## config.mk

```make
export PLATFORM = sky130hd
export DESIGN_NAME = fb_port_arbiter
export DESIGN_NICKNAME = d
export VERILOG_FILES = /design/src/rtl/fb_port_arbiter.sv
export SDC_FILE = /design/constraint.sdc
export NUM_CORES = 1
export LEC_CHECK = 0
export BUFFER_PORTS_ARGS = -buffer_cell sky130_fd_sc_hd__buf_2
export CORE_MARGIN = 2
export CORE_UTILIZATION = 47
export CTS_CLUSTER_SIZE = 20
export DETAILED_ROUTE_END_ITERATION = 12
export PLACE_DENSITY = 0.77
export SLEW_MARGIN = 20
export SYNTH_ARGS = -nofsm -noshare
export SYNTH_HDL_FRONTEND = slang
export SYNTH_SLANG_ARGS = --single-unit
```

## constraint.sdc

```tcl
create_clock -name clk -period 10.1 [get_ports clk]
set_input_delay 1.515 -clock clk [delete_from_list [all_inputs] [get_ports clk]]
set_output_delay 1.515 -clock clk [all_outputs]
set_load 0.02 [all_outputs]
```

## src/rtl/fb_port_arbiter.sv

```systemverilog
// rtl/fb_port_arbiter.sv - single-port frame buffer arbiter: camera write FIFO vs filter reads
module fb_port_arbiter #(
    parameter int IMG_WIDTH   = 160,
    parameter int IMG_HEIGHT  = 120,
    parameter int ADDR_WIDTH  = $clog2(IMG_WIDTH*IMG_HEIGHT),
    parameter int WFIFO_DEPTH = 8,
    parameter int RD_LATENCY  = 1
) (
    input  logic                  clk,
    input  logic                  reset,
    input  logic                  wr_req,
    input  logic [ADDR_WIDTH-1:0] wr_addr,
    input  logic [15:0]           wr_data,
    output logic                  wr_ready,
    input  logic                  rd_req,
    input  logic [ADDR_WIDTH-1:0] rd_addr,
    output logic                  rd_grant,
    output logic                  rd_valid,
    output logic [15:0]           rd_data,
    output logic                  mem_en,
    output logic                  mem_we,
    output logic [ADDR_WIDTH-1:0] mem_addr,
    output logic [15:0]           mem_wdata,
    input  logic [15:0]           mem_rdata,
    output logic                  wfifo_overflow,
    output logic                  addr_err
);

    localparam int PW       = $clog2(WFIFO_DEPTH);
    localparam int CW       = $clog2(WFIFO_DEPTH + 1);
    localparam int NPIX     = IMG_WIDTH * IMG_HEIGHT;
    localparam int NPIX_M1  = NPIX - 1;
    localparam logic [ADDR_WIDTH:0]   NPIX_W    = NPIX[ADDR_WIDTH:0];
    localparam logic [ADDR_WIDTH-1:0] LAST_ADDR = NPIX_M1[ADDR_WIDTH-1:0];
    localparam logic [CW-1:0] CNT_FULL = CW'(WFIFO_DEPTH);
    localparam logic [CW-1:0] CNT_HI   = CW'(WFIFO_DEPTH - 1);
    localparam logic [CW-1:0] CNT_HALF = CW'(WFIFO_DEPTH / 2);

    typedef enum logic [1:0] {
        RD_PRI   = 2'd0,
        WR_DRAIN = 2'd1,
        FORCE_WR = 2'd2
    } state_t;

    state_t                    state_q, state_d;
    logic [CW-1:0]             count_q, count_d;
    logic [PW-1:0]             wr_ptr_q, wr_ptr_d;
    logic [PW-1:0]             rd_ptr_q, rd_ptr_d;
    logic [RD_LATENCY-1:0]     pipe_q, pipe_d;
    logic                      overflow_q, overflow_d;
    logic                      addr_err_q, addr_err_d;
    logic [ADDR_WIDTH+15:0]    fifo_q [WFIFO_DEPTH];

    logic                      full, empty, addr_ok, push, pop;
    logic [ADDR_WIDTH-1:0]     head_addr;
    logic [15:0]               head_data;

    always_comb begin
        full                   = (count_q == CNT_FULL);
        empty                  = (count_q == '0);
        wr_ready               = !full;
        addr_ok                = ({1'b0, wr_addr} < NPIX_W);
        push                   = wr_req && wr_ready && addr_ok;
        {head_addr, head_data} = fifo_q[rd_ptr_q];
    end

    // Issue decode: the read side is gated by reset so a held rd_req cannot leak out during reset.
    always_comb begin
        rd_grant  = 1'b0;
        pop       = 1'b0;
        mem_en    = 1'b0;
        mem_we    = 1'b0;
        mem_addr  = '0;
        mem_wdata = '0;
        if (state_q != FORCE_WR && rd_req && reset) begin
            rd_grant = 1'b1;
            mem_en   = 1'b1;
            mem_addr = ({1'b0, rd_addr} >= NPIX_W) ? LAST_ADDR : rd_addr;
        end else if (!empty) begin
            pop       = 1'b1;
            mem_en    = 1'b1;
            mem_we    = 1'b1;
            mem_addr  = head_addr;
            mem_wdata = head_data;
        end
    end

    always_comb begin
        wr_ptr_d   = push ? wr_ptr_q + PW'(1) : wr_ptr_q;
        rd_ptr_d   = pop  ? rd_ptr_q + PW'(1) : rd_ptr_q;
        count_d    = count_q;
        if (push && !pop) begin
            count_d = count_q + CW'(1);
        end else if (pop && !push) begin
            count_d = count_q - CW'(1);
        end
        pipe_d     = RD_LATENCY'({pipe_q, rd_grant});
        overflow_d = overflow_q || (wr_req && !wr_ready);
        addr_err_d = addr_err_q || (wr_req && wr_ready && !addr_ok);
    end

    // Drain hysteresis: forced write near full, then stay draining until half empty.
    always_comb begin
        state_d = state_q;
        case (state_q)
            RD_PRI:   if (count_q >= CNT_HI) state_d = FORCE_WR;
            FORCE_WR: state_d = WR_DRAIN;
            WR_DRAIN: begin
                if (count_q >= CNT_HI) begin
                    state_d = FORCE_WR;
                end else if (count_q <= CNT_HALF) begin
                    state_d = RD_PRI;
                end
            end
            default:  state_d = RD_PRI;
        endcase
    end

    always_ff @(posedge clk or negedge reset) begin
        if (!reset) begin
            state_q    <= RD_PRI;
            count_q    <= '0;
            wr_ptr_q   <= '0;
            rd_ptr_q   <= '0;
            pipe_q     <= '0;
            overflow_q <= 1'b0;
            addr_err_q <= 1'b0;
        end else begin
            state_q    <= state_d;
            count_q    <= count_d;
            wr_ptr_q   <= wr_ptr_d;
            rd_ptr_q   <= rd_ptr_d;
            pipe_q     <= pipe_d;
            overflow_q <= overflow_d;
            addr_err_q <= addr_err_d;
        end
    end

    always_ff @(posedge clk) begin
        if (push) begin
            fifo_q[wr_ptr_q] <= {wr_addr, wr_data};
        end
    end

    always_comb begin
        rd_valid       = pipe_q[RD_LATENCY-1];
        rd_data        = rd_valid ? mem_rdata : 16'h0000;
        wfifo_overflow = overflow_q;
        addr_err       = addr_err_q;
    end

endmodule

```

# ---- Yosys cells after proc, flatten, opt, wreduce, memory -nomap -nowiden
# Memories as Yosys holds them, arrays and structs flattened.
# Index checks and enable logic that the tools add are counted.
dict set report word_totals {
  ramBits 248
  mem_count 1
  ff_bits 15
  in_bits 66
  elab_cells 58
}
dict set report classes {
  eq_ne 6
  addsub 4
  order_cmp 4
  muxes 18
  n_reduce_logical 18
}
# memory depth width read_ports rd_clocked_by_memory_dff wr line_no
set memory_table {}
lappend memory_table {fifo_q 8 31 1 0 1 52} ;# logic [ADDR_WIDTH+15:0] fifo_q [WFIFO_DEPTH];
# op n
set op_table {}
lappend op_table {{$mux W16} 3}
lappend op_table {{$mux W15} 3}
lappend op_table {{$ge A15 B15 Y1 const B} 1}
lappend op_table {{$lt A15 B15 Y1 const B} 1}
lappend op_table {{$logic_and A1 B1 Y1} 8}
lappend op_table {{$mux W4} 2}
lappend op_table {{$add A3 B1 Y3 const B} 2}
lappend op_table {{$mux W1} 6}
lappend op_table {{$mux W2} 3}
lappend op_table {{$pmux W2 S3} 1}
lappend op_table {{$add A4 B1 Y4 const B} 1}
lappend op_table {{$eq A4 B4 Y1 const B} 1}
lappend op_table {{$ge A4 B3 Y1 const B} 1}
lappend op_table {{$le A4 B3 Y1 const B} 1}
lappend op_table {{$logic_not A1 Y1} 4}
lappend op_table {{$logic_not A4 Y1} 1}
lappend op_table {{$ne A2 B2 Y1 const B} 2}
lappend op_table {{$sub A4 B1 Y4 const B} 1}
lappend op_table {{$ne A3 B3 Y1 const B} 1}
lappend op_table {{$eq A2 B1 Y1 const B} 1}
lappend op_table {{$eq A2 B2 Y1 const B} 1}
lappend op_table {{$logic_not A2 Y1} 1}
lappend op_table {{$logic_or A1 B1 Y1} 2}
lappend op_table {{$reduce_and A2 Y1} 1}
lappend op_table {{$reduce_bool A2 Y1} 1}

# ---- Logic depth before layout (Yosys ltp)
dict set report depth {
  ltp_word 8
  depth_mapped 11
  ltp_nobuf 10
}

# ---- Worst setup path after synthesis
# No wires, ideal clock.
dict set report synth_timing {
  path_kind {in2reg}
  startpoint {in wr_addr[10]}
  endpoint {mem fifo_q[1][0] (netlist name), enable pin}
  required_ns 9.642
  arrival_ns 4.489
  slack_ns 5.153
  cell_stages 4
  setup_time_ns 0.458
  n_path_buf 0
  path_cell_list {a211o_1 -> o21ai_0 -> nand3_1 -> nor3_1}
}
dict set report synth_between {
  elab_chain_cells 4
}
# element line_no
set synth_rtl {}
lappend synth_rtl {{from (decl)} 12} ;# input logic [ADDR_WIDTH-1:0] wr_addr,
lappend synth_rtl {{$lt A15 B15 Y1} 62} ;# addr_ok = ({1'b0, wr_addr} < NPIX_W);
lappend synth_rtl {{$logic_and A1 B1 Y1} 63} ;# push = wr_req && wr_ready && addr_ok;
lappend synth_rtl {{$mux W1} 140} ;# if (push) begin
lappend synth_rtl {{$mux W1 (not written as such)} 141} ;# fifo_q[wr_ptr_q] <= {wr_addr, wr_data};
lappend synth_rtl {{to (decl)} 52}
# No other way between the ends.

# ---- Worst setup path after layout
dict set report layout_timing {
  startpoint {in reset}
  endpoint {out mem_addr[3]}
}
dict set report layout_between {
  elab_chain_cells 2
}
# element line_no
set layout_rtl {}
lappend layout_rtl {{from (decl)} 10} ;# input logic reset,
lappend layout_rtl {{$logic_and A1 B1 Y1} 75} ;# if (state_q != FORCE_WR && rd_req && reset) begin
lappend layout_rtl {{$mux W15} 75}
lappend layout_rtl {{to (decl)} 22} ;# output logic [ADDR_WIDTH-1:0] mem_addr,
# No other way between the ends.

==> flow_summary_export.csv <==
group,metric,value,unit
floorplan,coreArea,0.0218,mm^2
pwr,total_power,0.00345,W
global_routing,grt.busiest_layer,"met2",
floorplan,die_h,153,um
final_layout,area_growth,17.6,%
timing,fin_setup_tns,0,ps
global_routing,grtUsageMet3,4.28,%
timing,layout_setup_ws,5020,ps
global_routing,grt_util_all_layers,18.8,%
critical_path,crit_fanout,29,
place,numPortBuffers,119,
place,gp_congestion,0.860,
pwr,swShare,32.3,%
logic_synthesis,seq_area_frac_synth,74.9,%
run,drv_cap,0,
timing,clock.fmax,0.197,GHz
clock_tree,tritoncts,"yes",
logic_synthesis,synth_ff_type,"edfxtp_1",
global_routing,antenna_found_initial,4,
logic_synthesis,synth_seq_cells,263,
pwr,pwr-share-comb,32.0,%
global_routing,grt_pass1_vias,5784,
timing,final_hold_viol_count,0,
logic_synthesis,ys_warn_count,0,
critical_path,crit_chain,"buf_2 -> a31o_2 -> nor2_1 -> a221o_1 -> buf_2",
logic_synthesis,async_reset_ff_share,5.70,%
critical_path,slowest_stage,"a31o_2",
place,dp.final_hpwl,12500,um
detailed_routing,drc_errors,0,
logic_synthesis,synth_edf_count,248,
clock_tree,clock_sinks,263,
detailed_routing,dr.pass1.iters,5,
final_layout,layout_common_cells,"248 x edfxtp_1, 119 x buf_2, 62 x mux4_2",
critical_path,cp-start-kind,"primary input",
logic_synthesis,yosysUniqueCellTypes,40,
critical_path,cp-end-kind,"primary output",
detailed_routing,postRouteWirelength,21900,um
critical_path,max_stage_delay,750,ps
logic_synthesis,syn_nets,609,
global_routing,grt_max_degree,65,
critical_path,critPathTopFamily,"compound AO/OA/AOI/OAI gates",
logic_synthesis,syn_area,0.0104,mm^2
detailed_routing,num_vias,5570,
critical_path,required,8590,ps
critical_path,r2r_start,"count_q[0]",
pwr,vdd_ir_drop_max,0.191,mV
worst_hold_path,holdCritPathClass,"reg -> reg",
detailed_routing,via_per_inst,5.74,
global_routing,grt_remaining_overflow,0,
global_routing,grt_use_met2,32.3,%
timing,drv_slew,0,
clock_tree,postCtsSetupBuffers,0,
floorplan,io_pins,120,
final_layout,final_common_cell,"edfxtp_1",
pwr,seqPwrFrac,40.4,%
timing,relSlewSlack,32.4,%
pwr,p_int,0.00234,W
timing,fin_skew,21.9,ps
clock_tree,hold_buffers,0,
floorplan,initial_core_util,47.9,%
place,dp_slack,4910,ps
detailed_routing,wl_per_cell,22.6,um
global_routing,grt_first_pass_wirelength,33800,um
critical_path,crit_top_cell,"buf_2",
final_layout,drive_gt1_share,36.1,%
final_layout,nets,741,
floorplan,fp.dieArea,0.0234,mm^2
clock_tree,clkTransAtPathRegs,60,ps
critical_path,worst-path-buf-inv,2,
run_status,status,"completed",
clock_tree,cts_root_buf,"clkbuf_16",
critical_path,crit_start,"reset",
timing,tightest_slew,1010,ps
critical_path,path_class,"in -> out",
timing,rsz0062_at_grt,"false",
floorplan,rows,54,
final_layout,fillerInstances,1612,
pwr,p_sw,0.00112,W
detailed_routing,drt-initial-drc-count,548,
floorplan,die_w,153,um
critical_path,cp.arrival,3560,ps
timing,setup_viol_count_final,0,
pwr,clockPowerShare,27.6,%
clock_tree,post_cts_resized,0,
clock_tree,cts.htree.levels,1,
global_routing,grt_util_met1,25.0,%
logic_synthesis,synth.avg_cell_area,19.5,um^2
detailed_routing,final_antenna_net_count,0,
pwr,powerDensity,281,mW/mm^2
worst_hold_path,hold_path.startpoint,"state_q[1]",
clock_tree,clock_path_buffers,3,
pwr,power.leakage,4.26,nW
timing,period_share,50.3,%
timing,period_minus_slack,5080,ps
clock_tree,clock_latency,540,ps
logic_synthesis,syn_inst,537,
critical_path,r2r_slack,6850,ps
clock_tree,cts_buffers,26,
Yosys cell counts (2+ instances only):
| library cell | count | area, um^2 |
|---|---|---|
| ha_1 | 5 | 62.6 |
| a21o_1 | 2 | 15.0 |
| nand3_1 | 5 | 25.0 |
| xnor2_1 | 7 | 61.3 |
| edfxtp_1 | 248 | 7450 |
| buf_2 | 14 | 70.1 |
| nor2_1 | 18 | 67.6 |
| nand2b_1 | 3 | 18.8 |
| and2_4 | 2 | 17.5 |
| o21ai_0 | 4 | 20.0 |
| and2_1 | 16 | 100 |
| nand2_1 | 46 | 173 |
| a211o_1 | 2 | 17.5 |
| clkbuf_1 | 9 | 33.8 |
| buf_1 | 3 | 11.3 |
| o2bb2ai_1 | 2 | 17.5 |
| nor3_1 | 5 | 25.0 |
| mux2i_1 | 8 | 80.1 |
| inv_1 | 6 | 22.5 |
| mux4_2 | 62 | 1400 |
| o21bai_1 | 2 | 15.0 |
| a221o_1 | 8 | 80.1 |
| a21oi_1 | 26 | 130 |
| dfrtp_1 | 15 | 375 |
| o22ai_1 | 4 | 25.0 |
final cells by class:
type                    count  area (um^2)  share of cell area [%]
multi-input cells         242         2540                    20.7
well taps                 280          350                    2.85
repair buffers            130          678                    5.52
flip-flops and latches    263         7830                    63.7
diodes                      2         5.00                  0.0407
inverters                   6         22.5                   0.183
clock inverters            18          198                    1.61
clock buffers              30          666                    5.42
state kept, by name (all words and copies together), names as in the netlist:
register	flops
rd_ptr_q	3
state_q	2
wfifo_overflow	1
addr_err	1
count_q	4
fifo_q	248
rd_valid	1
wr_ptr_q	3
cells by family after synthesis:
| group | share of synthesized area (%) |
|---|---|
| mux | 14.4 |
| xor+xnor | 0.587 |
| fa+ha+maj | 0.790 |
| buf+inv | 1.32 |
| simple gates | 4.46 |
| compound gates | 3.59 |
| flops | 74.9 |
power groups by stage:
stage | clock network [W] | logic [W] | registers, W
final | 0.000952 | 0.00111 | 0.00140
after global routing | 0.00102 | 0.00119 | 0.00141
after CTS | 0.000974 | 0.00112 | 0.00140
after detailed placement | 0 | 0.00112 | 0.00142
after global placement | 0 | 0.00110 | 0.00141
after floorplan | 0 | 0.000811 | 0.00138
final timing paths:
| check | endpoint | cells past startpoint |
|---|---|---|
| max in group asynchronous | rd_ptr_q[0] | 1 |
| max | mem_addr[3] | 5 |
| min reg2reg | state_q[1] | 1 |
| max reg2reg | count_q[3] | 8 |
| min | state_q[1] | 1 |
| min in group asynchronous | rd_ptr_q[0] | 1 |
per-stage QoR:
stage | instances | cell area (um^2) | utilization [%] | hold slack, ps
finish | 971 | 12300 | 56.3 | 455
global route | 970 | 12300 | 56.3 | 490
CTS | 969 | 12300 | 56.3 | 458
detailed placement | 921 | 11400 | 52.3 | 450
global placement | 921 | 11400 | 52.3 | 440
floorplan | 537 | 10400 | - | 426
metal layers:
| metal | part of all wire, % | vias to the layer above | routed length, um |
|---|---|---|---|
| met2 | 51 | 252 | 11200 |
| met4 | 1.3 | 4 | 289 |
| met1 | 39 | 2840 | 8530 |
| li1 | - | 2441 | - |
| met3 | 8.7 | 33 | 1910 |
| met5 | 0.068 | - | 15 |
No activity file was read; power rests on OpenSTA's default activity.
